$ cat config.mk
export PLATFORM = sky130hd
export DESIGN_NAME = data_mem_arbiter
export DESIGN_NICKNAME = d
export VERILOG_FILES = /design/src/rtl/data_mem_arbiter.sv
export SDC_FILE = /design/constraint.sdc
export NUM_CORES = 1
export LEC_CHECK = 0
export BUFFER_PORTS_ARGS = -buffer_cell sky130_fd_sc_hd__buf_2
export CORE_MARGIN = 8
export CORE_UTILIZATION = 44
export DETAILED_ROUTE_END_ITERATION = 10
export PLACE_DENSITY = 0.79
export SYNTH_ARGS = -nofsm -noshare
export SYNTH_HDL_FRONTEND = slang
export SYNTH_SLANG_ARGS = --single-unit
export TNS_END_PERCENT = 1
$ cat constraint.sdc
create_clock -name clock -period 2.65 [get_ports clock]
set_clock_uncertainty 0.15 [all_clocks]
set_input_delay 0.265 -clock clock [delete_from_list [all_inputs] [get_ports clock]]
set_output_delay 0.265 -clock clock [all_outputs]
set_load 0.01 [all_outputs]
$ cat src/rtl/data_mem_arbiter.sv
// Two-requester arbiter for the single data-memory port: round-robin winner,
// one outstanding access, misalignment rejection and a response timeout.
module data_mem_arbiter #(
    parameter int TIMEOUT_CYCLES = 16,
    parameter int CNT_W          = 5
) (
    input  logic             clock,
    input  logic             reset,
    input  logic [1:0]       rq_req_i,
    input  logic [1:0][31:0] rq_addr_i,
    input  logic [1:0]       rq_we_i,
    input  logic [1:0][3:0]  rq_be_i,
    input  logic [1:0][31:0] rq_wdata_i,
    output logic [1:0]       rq_gnt_o,
    output logic [1:0]       rq_rvalid_o,
    output logic [31:0]      rq_rdata_o,
    output logic [1:0]       rq_err_o,
    output logic             data_req_o,
    output logic [31:0]      data_addr_o,
    output logic             data_we_o,
    output logic [3:0]       data_be_o,
    output logic [31:0]      data_wdata_o,
    input  logic             data_gnt_i,
    input  logic             data_rvalid_i,
    input  logic [31:0]      data_rdata_i,
    output logic [1:0]       dbg_state_o
);

    // Handshake: a requester holds rq_req_i until its one-cycle rq_gnt_o pulse;
    // memory side holds data_req_o/data_* stable until data_gnt_i, then one
    // data_rvalid_i pulse closes the access.
    typedef enum logic [1:0] {
        IDLE        = 2'd0,
        WAIT_GNT    = 2'd1,
        WAIT_RVALID = 2'd2
    } state_t;

    state_t           r_state;
    logic             r_ptr;
    logic             r_owner;
    logic [31:0]      r_addr;
    logic             r_we;
    logic [3:0]       r_be;
    logic [31:0]      r_wdata;
    logic [CNT_W-1:0] r_cnt;

    logic             w_any_req;
    logic             w_winner;
    logic             w_illegal;
    logic             w_timeout;

    function automatic logic is_illegal(input logic [31:0] addr, input logic [3:0] be);
        logic bad;
        bad = 1'b0;
        if (be == 4'h0)
            bad = 1'b1;
        else if (be == 4'hF)
            bad = (addr[1:0] != 2'b00);
        else if (be == 4'h3 || be == 4'hC)
            bad = addr[0];
        return bad;
    endfunction

    assign w_any_req = |rq_req_i;
    assign w_winner  = (rq_req_i == 2'b11) ? r_ptr : rq_req_i[1];
    assign w_illegal = is_illegal(rq_addr_i[w_winner], rq_be_i[w_winner]);
    // The counter holds cycles already spent waiting, so the current cycle is the last one.
    assign w_timeout = (r_cnt == CNT_W'(TIMEOUT_CYCLES - 1));
    assign dbg_state_o = r_state;

    always_comb begin
        rq_gnt_o     = 2'b00;
        rq_rvalid_o  = 2'b00;
        rq_rdata_o   = 32'h0;
        rq_err_o     = 2'b00;
        data_req_o   = 1'b0;
        data_addr_o  = 32'h0;
        data_we_o    = 1'b0;
        data_be_o    = 4'h0;
        data_wdata_o = 32'h0;
        if (reset) begin
            case (r_state)
                IDLE: begin
                    if (w_any_req && w_illegal) begin
                        rq_gnt_o[w_winner] = 1'b1;
                        rq_err_o[w_winner] = 1'b1;
                    end
                end
                WAIT_GNT: begin
                    data_req_o   = 1'b1;
                    data_addr_o  = r_addr;
                    data_we_o    = r_we;
                    data_be_o    = r_be;
                    data_wdata_o = r_wdata;
                    if (data_gnt_i) begin
                        rq_gnt_o[r_owner] = 1'b1;
                        if (data_rvalid_i) begin
                            rq_rvalid_o[r_owner] = 1'b1;
                            rq_rdata_o           = r_we ? 32'h0 : data_rdata_i;
                        end
                    end
                end
                WAIT_RVALID: begin
                    if (data_rvalid_i) begin
                        rq_rvalid_o[r_owner] = 1'b1;
                        rq_rdata_o           = r_we ? 32'h0 : data_rdata_i;
                    end else if (w_timeout) begin
                        rq_rvalid_o[r_owner] = 1'b1;
                        rq_err_o[r_owner]    = 1'b1;
                    end
                end
                default: ;
            endcase
        end
    end

    always_ff @(posedge clock) begin
        if (!reset) begin
            r_state <= IDLE;
            r_ptr   <= 1'b0;
            r_owner <= 1'b0;
            r_addr  <= 32'h0;
            r_we    <= 1'b0;
            r_be    <= 4'h0;
            r_wdata <= 32'h0;
            r_cnt   <= '0;
        end else begin
            case (r_state)
                IDLE: begin
                    if (w_any_req) begin
                        if (w_illegal) begin
                            r_ptr <= ~w_winner;
                        end else begin
                            r_owner <= w_winner;
                            r_addr  <= rq_addr_i[w_winner];
                            r_we    <= rq_we_i[w_winner];
                            r_be    <= rq_be_i[w_winner];
                            r_wdata <= rq_wdata_i[w_winner];
                            r_state <= WAIT_GNT;
                        end
                    end
                end
                WAIT_GNT: begin
                    if (data_gnt_i) begin
                        r_cnt <= '0;
                        if (data_rvalid_i) begin
                            r_ptr   <= ~r_owner;
                            r_state <= IDLE;
                        end else begin
                            r_state <= WAIT_RVALID;
                        end
                    end
                end
                WAIT_RVALID: begin
                    r_cnt <= r_cnt + 1'b1;
                    if (data_rvalid_i || w_timeout) begin
                        r_cnt   <= '0;
                        r_ptr   <= ~r_owner;
                        r_state <= IDLE;
                    end
                end
                default: r_state <= IDLE;
            endcase
        end
    end

endmodule

# ---- Yosys cells after proc, flatten, opt, wreduce, memory -nomap -nowiden
# Index checks and enable logic that the tools add are counted.
dict set report totals {
  output_inout_bits 110
  elab_cells 103
  in_bits 176
  register_bits 78
}
dict set report classes {
  add_sub_neg 1
  n_eq_ne 13
  muxes 59
  n_lt_le_gt_ge 4
  reduce_logical 15
  n_bitwise 3
}
# op count
set op_table {}
lappend op_table {{2-to-1 mux 32 bit} 12}
lappend op_table {{one-hot mux 32 bit (2 select lines)} 1}
lappend op_table {{2-to-1 mux 2 bit} 15}
lappend op_table {{2-to-1 mux 1 bit} 17}
lappend op_table {{2-to-1 mux 4 bit} 4}
lappend op_table {{!= test 2 bit (second input constant)} 6}
lappend op_table {{one-hot mux 2 bit (2 select lines)} 3}
lappend op_table {{2-to-1 mux 5 bit} 2}
lappend op_table {{one-hot mux 5 bit (2 select lines)} 1}
lappend op_table {{equality test 4 bit (second input constant)} 2}
lappend op_table {{one-hot mux 2 bit (3 select lines)} 1}
lappend op_table {{AND reduction 6 bit} 1}
lappend op_table {{adder 5 x 1 -> 5 bit (second input constant)} 1}
lappend op_table {{equality test 5 x 4 -> 1 bit (second input constant)} 1}
lappend op_table {{equality test 2 bit (second input constant)} 2}
lappend op_table {{equality test 4 x 2 -> 1 bit (second input constant)} 1}
lappend op_table {{zero test 4 bit} 1}
lappend op_table {{less-than comparator 1 x 2 -> 1 bit (second input constant)} 2}
lappend op_table {{AND reduction 4 bit} 1}
lappend op_table {{nonzero test 2 bit} 2}
lappend op_table {{logical AND 1 bit} 3}
lappend op_table {{inverter 1 bit} 3}
lappend op_table {{one-hot mux 1 bit (3 select lines)} 1}
lappend op_table {{AND reduction 3 bit} 1}
lappend op_table {{8 further kinds} 11}

# ---- Logic depth before layout (Yosys ltp)
dict set report logic_depth {
  ltp_word 13
  ltp_mapped 9
  depth_no_buf 8
}

# ---- Worst setup path before layout
# OpenSTA, ideal clock, no wires.
dict set report synth_path {
  path_type {reg-to-reg}
  start {reg r_cnt[0]}
  end {reg r_state[1] (netlist: dbg_state_o[1])}
  setup_slack_ps 528
  stages_incl_launch_ff 9
  t_required_ps 2371
  period_less_slack_ps 2122
  setup_time_ps 129
  arrival_time_ps 1843
  cell_sequence {dfxtp_1 > ha_1 > and3_1 > ha_1 > nor3b_1 > or4_1 > a21oi_1 > a22oi_1 > o211ai_1}
}
dict set report synth_between {
  elab_chain_cells 4
}
# item line
set synth_rtl {}
lappend synth_rtl {{start, declared} 45} ;# logic [CNT_W-1:0] r_cnt;
lappend synth_rtl {{start signal, assigned} 155} ;# r_cnt <= r_cnt + 1'b1;
lappend synth_rtl {{equality test 5 x 4 -> 1 bit} 68} ;# assign w_timeout = (r_cnt == CNT_W'(TIMEOUT_CYCLES - 1));
lappend synth_rtl {{logical OR 1 bit} 156} ;# if (data_rvalid_i || w_timeout) begin
lappend synth_rtl {{!= test 2 bit (no source line)} -}
lappend synth_rtl {{AND reduction 4 bit (no source line)} -}
lappend synth_rtl {{end signal, assigned} 150} ;# r_state <= WAIT_RVALID;
lappend synth_rtl {{end signal, assigned} 159} ;# r_state <= IDLE;
lappend synth_rtl {{end signal, assigned} 162} ;# default: r_state <= IDLE;
lappend synth_rtl {{end, declared} 38} ;# state_t r_state;
# Every way passes these cells.
# A chain may end at the register's enable or synchronous reset.

# ---- Worst setup path in the final report
dict set report layout_path {
  start {reg r_state[0] (netlist: dbg_state_o[0])}
  end {out rq_rdata_o[17]}
}
dict set report layout_between {
  elab_chain_cells 3
}
# item line
set layout_rtl {}
lappend layout_rtl {{start signal, assigned} 119} ;# r_state <= IDLE;
lappend layout_rtl {{start signal, assigned} 139} ;# r_state <= WAIT_GNT;
lappend layout_rtl {{start signal, assigned} 148} ;# r_state <= IDLE;
lappend layout_rtl {{equality test 2 bit / equality test 2 x 1 -> 1 bit (equally long branches)} 82} ;# case (r_state)
lappend layout_rtl {{one-hot mux 32 bit (2 select lines) *} 82}
lappend layout_rtl {{2-to-1 mux 32 bit *} 81} ;# if (reset) begin
lappend layout_rtl {{end, declared} 16} ;# output logic [31:0] rq_rdata_o,
# Mark *: on every way between the ends. The rest lies on a longest branch, timed or not.

==> impl_summary.log <==
INFO  metric outcome = completed
INFO  metric timing.hold.worst.class = input pin to register
INFO  metric coreArea = 11500 sq um
INFO  metric share_comb_of_total_power = 0.406
INFO  metric num_rows = 39
INFO  metric fin_util = 0.613
INFO  metric required_time_worst_endpoint = 2.24 ns
INFO  metric worst-setup-path-type = register to primary output
INFO  metric io_pins = 286
INFO  metric layout-drive-gt1-share = 0.444
INFO  metric post_synth_top_flop = sky130_fd_sc_hd__dfxtp_1
INFO  metric grt_pass1_wl = 26.3 mm
INFO  metric timing_worst_slew_pin_value = 0.623 ns
INFO  metric initial_antenna_violation_count = 0
INFO  metric die_height = 125 microns
INFO  metric htreeDepth = 3
INFO  metric first_global_vias = 4955
INFO  metric ant_nets = 0
INFO  metric fin_nets = 1062
INFO  metric netlist_instances = 625
INFO  metric ir_drop = 0.589 mV
INFO  metric yosys-mux-area-fraction = 0.289
INFO  metric synthesized_area = 5200 sq um
INFO  metric netlist.top_cell.by_area = sky130_fd_sc_hd__dfxtp_1
INFO  metric synth.top_cells.by_area = sky130_fd_sc_hd__dfxtp_1 (30%), sky130_fd_sc_hd__mux2_2 (15%), sky130_fd_sc_hd__mux2i_1 (14%)
INFO  metric totalWireLength = 16.9 mm
INFO  metric postSynthAreaPerCell = 8.32 sq um
INFO  metric report.final.setup_viol = 0
INFO  metric initialDrtViolationCount = 364
INFO  metric synth.top_cell.area_share = 0.300
INFO  metric num_antenna_cells = 0
INFO  metric die_width = 125 microns
INFO  metric worst_slew_margin_rel = 0.584
INFO  metric floorplan.initialDensity = 0.453
INFO  metric cts_sinks = 78
INFO  metric worst_r2r_startpoint = r_cnt[0]$_SDFFE_PN0P_
INFO  metric final_min_period_over_clock_period = 0.953
INFO  metric stdcell_count = 1029
INFO  metric routed-via-count = 5237
INFO  metric period_minus_slack = 2.53 ns
INFO  metric place_congestion = 0.899
INFO  metric grt_max_degree = 116
INFO  metric grtUsageTotal = 0.206
INFO  metric clock_path_buffers = 2
INFO  metric worst_path_dominant_cell_family = simple AND/OR/NAND/NOR gates
INFO  metric power.share.switching = 0.340
INFO  metric power_density = 698 nW/um^2
INFO  metric synth_simple_gate_area_share = 0.284
INFO  metric synth_enable_flop_cells = 0
INFO  metric synth-seq-cells = 78
INFO  metric worst_path_max_delay_cell = sky130_fd_sc_hd__dfxtp_1
INFO  metric design.die.area = 15600 sq um
INFO  metric reg2reg_to = dbg_state_o[1]$_SDFFE_PN0P_
INFO  metric post_synth_xor_area_fraction = 0
INFO  metric synth_compound_area_frac = 0.0609
INFO  metric worstPathArrival = 2.11 ns
INFO  metric hold_depth = 4
INFO  metric rr_worst_depth = 8
INFO  metric routed_via_density = 5.09
INFO  metric synth.most_common_cell = sky130_fd_sc_hd__nand2_1
INFO  metric timing.reg2reg.setup_slack = 0.25 ns
INFO  metric globalRoute.totalOverflow = 0
INFO  metric post-route-drc-count = 0
INFO  metric internal_power = 3240 uW
INFO  metric cts_made_buffers = 9
INFO  metric netlist-cell-type-count = 52
INFO  metric placedCellCount = 1011
INFO  metric slew_viol_final = 0
INFO  metric flow.area_growth_from_synthesis = 35.1%
INFO  metric drv.max_cap_violation_count = 0
INFO  metric post_synth_fa_ha_maj_area_fraction = 0.0120
INFO  metric synth_top_family_by_area = multiplexers
INFO  metric max_stage_delay = 0.42 ns
INFO  metric port-buffer-count = 285
INFO  metric setup_tns = 0 ns
INFO  metric worstSetupEndpointType = primary output
INFO  metric clk_lat_worst_skew = 0.33 ns
INFO  metric routedWlPerCell = 16.4 microns
INFO  metric holdCritStartpoint = rq_wdata_i[12]
INFO  metric synth_fp_nets = 806
INFO  metric power_leakage = 0.00393 uW
INFO  metric cts_root_buffer = sky130_fd_sc_hd__clkbuf_16
INFO  metric report.final.hold_viol_count = 0
INFO  metric p_switching = 1670 uW
INFO  metric synthTopCellsByCount = sky130_fd_sc_hd__nand2_1 (149), sky130_fd_sc_hd__dfxtp_1 (78), sky130_fd_sc_hd__and3_1 (72)
INFO  metric end_of_the_worst_hold_path = r_wdata[12]$_SDFFE_PN0P_
INFO  metric async_flop_share = 0
INFO  metric clock_power_share = 0.270
INFO  metric yosysSeqAreaShare = 0.300
INFO  metric critical_path.max_fanout = 32
INFO  metric fmax = 396 MHz
INFO  metric dr.pass1.iters = 4
INFO  metric detailedPlacementHpwl = 13.2 mm
INFO  metric yosys_warnings = 0
INFO  metric worst-path-buf-inv = 3
INFO  metric start_kind = register
INFO  metric tritoncts_clock_tree = done
INFO  metric seqPwrFrac = 0.324
INFO  metric clk_pin_slew_worst_paths = 0.06 ns
INFO  metric crit_path_cells = inv_1 > ha_2 > nand3_1 > nor3b_2 > buf_6 > and2_1 > buf_2
worst max-delay path by stage:
stage,startpoint,endpoint,depth (start not counted)
2_1_floorplan,r_cnt[0]$_SDFFE_PN0P_,dbg_state_o[1]$_SDFFE_PN0P_,8
3_3_place_gp,rq_be_i[5],rq_err_o[0],7
3_5_place_dp,r_cnt[0]$_SDFFE_PN0P_,dbg_state_o[1]$_SDFFE_PN0P_,8
4_1_cts,dbg_state_o[1]$_SDFFE_PN0P_,rq_err_o[0],7
5_1_grt,dbg_state_o[0]$_SDFFE_PN0P_,rq_rdata_o[31],7
6_report,dbg_state_o[0]$_SDFFE_PN0P_,rq_rdata_o[17],7
stage by stage:
stage / cell area [sq um] / worst slack [ns] / total power, uW / hold WS [ns]
global route: 7030 / -0.0187 / 5200 / 0.173
finish: 7030 / 0.124 / 4900 / 0.168
floorplan: 5200 / 0.528 / 3060 / 0.284
global placement: 6670 / 0.325 / 3530 / 0.290
detailed placement: 6670 / 0.283 / 3560 / 0.298
CTS: 7000 / 0.00506 / 4910 / 0.156
area by class of cell:
| cell class | instances | area, sq um |
|---|---|---|
| Fill cell | 1020 | 4440 |
| Timing Repair Buffer | 297 | 1550 |
| Tap cell | 143 | 179 |
| Multi-Input combinational cell | 488 | 3390 |
| Sequential cell | 78 | 1560 |
| Clock inverter | 4 | 70.1 |
| Clock buffer | 12 | 246 |
| Inverter | 7 | 26.3 |
placed cells by master (no fill, tap or decap), drive strengths merged, types with 7 or more instances in the layout:
master,instances
dfxtp,78
and2,38
buf,297
clkbuf,12
a21oi,7
mux2i,72
o21ai,10
nor2,7
and3,72
nor3b,7
mux2,69
nand3,7
nand2,149
inv,7
per-layer routing:
metal  track usage  vias to the layer above  part of all wire
met1         0.246                     2368              0.42
met5             0                        -                 0
met2         0.334                      179              0.48
met4        0.0638                        0             0.013
li1              -                     2673                 -
met3        0.0770                       17             0.085
repair_timing:
item | in CTS | in global routing
pin swaps | 0 | 0
buffers inserted | 0 | 2
endpoints found under the setup margin | 32 | 34
resized for setup | 1 | 4
hold buffers | 0 | 0
cell families after synthesis:
| logic type | Yosys count |
|---|---|
| fa+ha+maj | 5 |
| flops | 78 |
| simple gates | 298 |
| buf+inv | 59 |
| compound gates | 44 |
| mux | 141 |
sequential cells by signal, summed over array words and instances (netlist names):
register     flops
r_addr          32
r_wdata         32
r_cnt            5
r_be             4
dbg_state_o      2
r_owner          1
r_ptr            1
r_we             1
power by group through the flow:
stage                     clock, uW  combinational [uW]  sequential (uW)
final                          1320                1990             1590
after global routing           1410                2170             1620
after CTS                      1350                1970             1590
after detailed placement          0                1950             1610
after global placement            0                1930             1600
after floorplan                   0                1480             1580
worst min-delay path: stages:
cell	delay (ns)
sky130_fd_sc_hd__buf_2	0.07
sky130_fd_sc_hd__mux2_2	0.13
sky130_fd_sc_hd__nand2_1	0.04
sky130_fd_sc_hd__mux2i_1	0.10
Power figures use the tool's default switching activity.
